===== src/rtl/mod3_stream_gen.sv =====
// Serial stimulus source for the mod-3 ones-detector path: emits 3*groups ones
// separated by a programmable zero gap and flags the third one of every group.
module mod3_stream_gen #(
    parameter int CNT_W = 8,
    parameter int GAP_W = 4
) (
    input  logic             clk,
    input  logic             rst_n,
    input  logic             start,
    input  logic [CNT_W-1:0] groups,
    input  logic [GAP_W-1:0] gap,
    output logic             dout,
    output logic             busy,
    output logic             group_end,
    output logic             done
);

    typedef enum logic [1:0] {
        IDLE,
        ONE,
        GAP,
        DONE
    } state_t;

    state_t           state;
    logic [GAP_W-1:0] gap_r;
    logic [GAP_W-1:0] gap_cnt;
    logic [1:0]       phase;
    logic [CNT_W-1:0] remaining;

    // Outputs are loaded with the values of the state being entered, so phase
    // always names the position of the upcoming (or current) one in its group.
    always_ff @(posedge clk or negedge rst_n) begin
        if (!rst_n) begin
            state     <= IDLE;
            gap_r     <= '0;
            gap_cnt   <= '0;
            phase     <= '0;
            remaining <= '0;
            dout      <= 1'b0;
            busy      <= 1'b0;
            group_end <= 1'b0;
            done      <= 1'b0;
        end else begin
            case (state)
                IDLE: begin
                    dout      <= 1'b0;
                    busy      <= 1'b0;
                    group_end <= 1'b0;
                    done      <= 1'b0;
                    if (start) begin
                        if (groups != '0) begin
                            gap_r     <= gap;
                            remaining <= groups;
                            phase     <= '0;
                            gap_cnt   <= '0;
                            state     <= ONE;
                            dout      <= 1'b1;
                            busy      <= 1'b1;
                        end else begin
                            state <= DONE;
                            done  <= 1'b1;
                        end
                    end
                end

                ONE: begin
                    if (phase == 2'd2) begin
                        remaining <= remaining - CNT_W'(1);
                        phase     <= '0;
                    end else begin
                        phase <= phase + 2'd1;
                    end

                    // No gap follows the final one of the transfer.
                    if (phase == 2'd2 && remaining == CNT_W'(1)) begin
                        state     <= DONE;
                        dout      <= 1'b0;
                        busy      <= 1'b0;
                        group_end <= 1'b0;
                        done      <= 1'b1;
                    end else if (gap_r != '0) begin
                        state     <= GAP;
                        gap_cnt   <= '0;
                        dout      <= 1'b0;
                        group_end <= 1'b0;
                    end else begin
                        state     <= ONE;
                        dout      <= 1'b1;
                        group_end <= (phase == 2'd1);
                    end
                end

                GAP: begin
                    if (gap_cnt == gap_r - GAP_W'(1)) begin
                        gap_cnt   <= '0;
                        state     <= ONE;
                        dout      <= 1'b1;
                        group_end <= (phase == 2'd2);
                    end else begin
                        gap_cnt <= gap_cnt + GAP_W'(1);
                    end
                end

                DONE: begin
                    done  <= 1'b0;
                    state <= IDLE;
                end

                default: begin
                    state     <= IDLE;
                    dout      <= 1'b0;
                    busy      <= 1'b0;
                    group_end <= 1'b0;
                    done      <= 1'b0;
                end
            endcase
        end
    end

endmodule


===== config.mk =====
export PLATFORM = sky130hd
export DESIGN_NAME = mod3_stream_gen
export DESIGN_NICKNAME = d
export VERILOG_FILES = /design/src/rtl/mod3_stream_gen.sv
export SDC_FILE = /design/constraint.sdc
export NUM_CORES = 1
export LEC_CHECK = 0
export ABC_AREA = 1
export BUFFER_PORTS_ARGS = -buffer_cell sky130_fd_sc_hd__buf_2
export CORE_ASPECT_RATIO = 0.75
export CORE_MARGIN = 8
export CORE_UTILIZATION = 40
export DETAILED_ROUTE_END_ITERATION = 12
export GPL_ROUTABILITY_DRIVEN = 1
export HOLD_SLACK_MARGIN = 0.05
export MAX_ROUTING_LAYER = met4
export SYNTH_ARGS = -nofsm -noshare
export SYNTH_HDL_FRONTEND = slang
export SYNTH_SLANG_ARGS = --single-unit

===== constraint.sdc =====
create_clock -name clk -period 1.7 [get_ports clk]
set_input_delay 0.34 -clock clk [delete_from_list [all_inputs] [get_ports clk]]
set_output_delay 0.34 -clock clk [all_outputs]
set_load 0.005 [all_outputs]

==> results.ini <==
[cells_and_area]
syn2layout_area_growth_pct = 14.7
post-route-util_pct = 47.8
num_antenna_cells = 0
nets = 299
drive_gt1_share_pct = 17.2

[yosys]
ys_ff_latch = 24
synth_area_leaders = dfrtp_1, nand2_1, nand3_1
synth_commonest_cells = nand2_1, inv_1, nor2_1
synth-edff-count = 0
yosysMostFrequentCell = nand2_1
yosys.cell_types.count = 26
syn_area_mm2 = 0.00169
synth.net_count = 275
synth_cells = 251
async_flop_share_pct = 100
ys_seq_area_share_pct = 35.5
ys_warn_count = 0
synth-main-ff-cell = dfrtp_1
avgSynthCellArea_um2 = 6.73
synth_top_area_share_pct = 35.5
synth_top_cell_by_area = dfrtp_1

[drt]
route.met2.wl_um = 1450
wl_per_cell_um = 11.2
route.met3.wl_um = 202
drc = 0
dr.max_layer_used = met4
drtPass1Iterations = 4
drt_iter0_drc = 85
ant_nets = 0
vias_per_cell = 4.57
via_count = 1505
wl_met1_um = 2010
wl_um = 3700

[floorplan]
io_pins = 19
core-area_mm2 = 0.00405
rows = 20
die_w_um = 91.1
die_y_um = 72.3
initial_core_util_pct = 41.7
die_area_mm2 = 0.00658

[grt]
antenna_found_initial = 0
grt_pass1_wl_um = 6240
grt.total_usage_pct = 11.8
grt_pass1_vias = 1369
grt_overflow = 0
grt_max_degree = 25

[placement]
port_buffers = 18
gp_congestion = 0.864
dp_hpwl_um = 2860

[clock_tree]
cts-root-buf = clkbuf_8
htreeDepth = 1
cts.sinks = 24
cts_buffers = 3
tritoncts = done
clk_pin_slew_ps = 90
clock_path_buffers = 2
hold_buffers = 0
clock_latency_ps = 270

[setup_path]
crit_arrival_ps = 1770
reg2reg_depth = 9
path_cells = inv_1 -> ha_1 -> xnor2_1 -> nor2_2 -> nand3_2 -> nand2_2 -> nand2_1 -> nand2_1 -> nand2_1
crit_required_ps = 1870
crit_path_end_kind = flip-flop
critPathTopFamily = simple AND/OR/NAND/NOR gates
slowest_stage = dfrtp_1
reg2reg_slack_ps = 100
crit_fanout = 5
critPathMostFrequentCell = nand2_1
rr_endpoint = state[1]
r2r-start = gap_r[0]
criticalPathCategory = flip-flop to flip-flop
max_stage_delay_ps = 390
path_buf_inv = 1
critPathLaunchType = flip-flop

[timing]
rsz0062_at_grt = no
worst_pin_slew_ps = 558
setup_viol = 0
tns_ps = 0
slew_violations = 0
hold_viol_final = 0
min_period_over_period_pct = 94.3
fmax_ghz = 0.624
whs_ps = 43.0
fin_crit_ps = 1600
slew_headroom_pct = 62.8
clock_skew_ps = 7.08

[power_and_ir_drop]
power_mw = 3.31
power.density_mw_per_mm2 = 1700
p_leak_nw = 1.05
ir_drop_mv = 0.710

[run]
cap_violations = 0

[hold_path]
hold_class = input pin to asynchronous set/reset pin

[outcome]
outcome = complete, no violations

[how the worst max path moves through the flow]
| stage | from | end | slack, ps | cells past startpoint |
|---|---|---|---|---|
| floorplan | state[0] | gap_cnt[2] | 220 | 9 |
| global placement | gap_r[0] | state[0] | 100 | 9 |
| detailed placement | state[0] | gap_cnt[1] | 80 | 9 |
| CTS | state[0] | gap_cnt[0] | 70 | 9 |
| global route | gap_r[0] | state[1] | 3 | 9 |
| finish | gap_r[0] | state[1] | 100 | 9 |
[timing repair]
item	in CTS	in global routing
gates resized for setup	0	7
setup buffers	0	1
setup endpoints to repair	0	14
[metrics by stage]
| step | cell area [µm²] | worst slack (ps) | std cells |
|---|---|---|---|
| floorplan | 1690 | 218 | 251 |
| global placement | 1850 | 101 | 324 |
| detailed placement | 1850 | 80.5 | 324 |
| CTS | 1910 | 68.8 | 328 |
| global route | 1940 | 2.88 | 329 |
| finish | 1940 | 97.0 | 329 |
[worst reg2reg max path: stages (launching register included)]
cell and delay (ps):
dfrtp_1 390, inv_1 80, ha_1 310, xnor2_1 140, nor2_2 130, nand3_2 130, nand2_2 120, nand2_1 90
nand2_1 60, nand2_1 50
[sequential cells by signal, summed over array words and instances (netlist names)]
signal	cells
busy	1
phase	2
state	2
gap_r	4
done	1
dout	1
group_end	1
gap_cnt	4
remaining	8
[kinds of logic after synthesis]
logic type | share of synthesized area (%)
and+or+nand+nor | 39.1
buffers and inverters | 8.07
adders and majority gates | 6.66
DFF | 35.5
xor gates and xnor gates | 2.07
AOI/OAI and AO/OA | 8.59
[routing by layer]
metal | track usage [%] | vias up
li1 | - | 831
met1 | 16.6 | 642
met2 | 16.3 | 27
met3 | 2.89 | 5
met4 | 3.25 | 0
met5 | - | -
[layout make-up]
cell class / count / area, µm²
fillers: 451 / 2110
multi-input cells: 192 / 975
flip-flops and latches: 24 / 602
inverters: 33 / 126
repair buffers: 21 / 113
well taps: 55 / 68.8
clock buffers: 4 / 55.1
[power by group]
| part | leakage [nW] | switching, mW | internal, mW |
|---|---|---|---|
| clock | 0.0288 | 0.195 | 0.207 |
| combinational | 0.718 | 1.20 | 0.692 |
| sequential | 0.300 | 0.210 | 0.803 |
[placed cells by master (no fill, tap or decap), drive strengths merged]
cell / Yosys / final
a21oi: 7 / 7
a22oi: 1 / 1
buf: 2 / 21
clkbuf: 0 / 4
dfrtp: 24 / 24
ha: 9 / 9
inv: 33 / 33
nand2: 94 / 94
nand3: 24 / 24
nand3b: 1 / 1
nor2: 32 / 32
nor3: 2 / 2
o21a: 1 / 1
o21ai: 16 / 16
o31ai: 1 / 1
xnor2: 3 / 3
xor2: 1 / 1
Note: power is estimated with default switching activity, not from simulation.
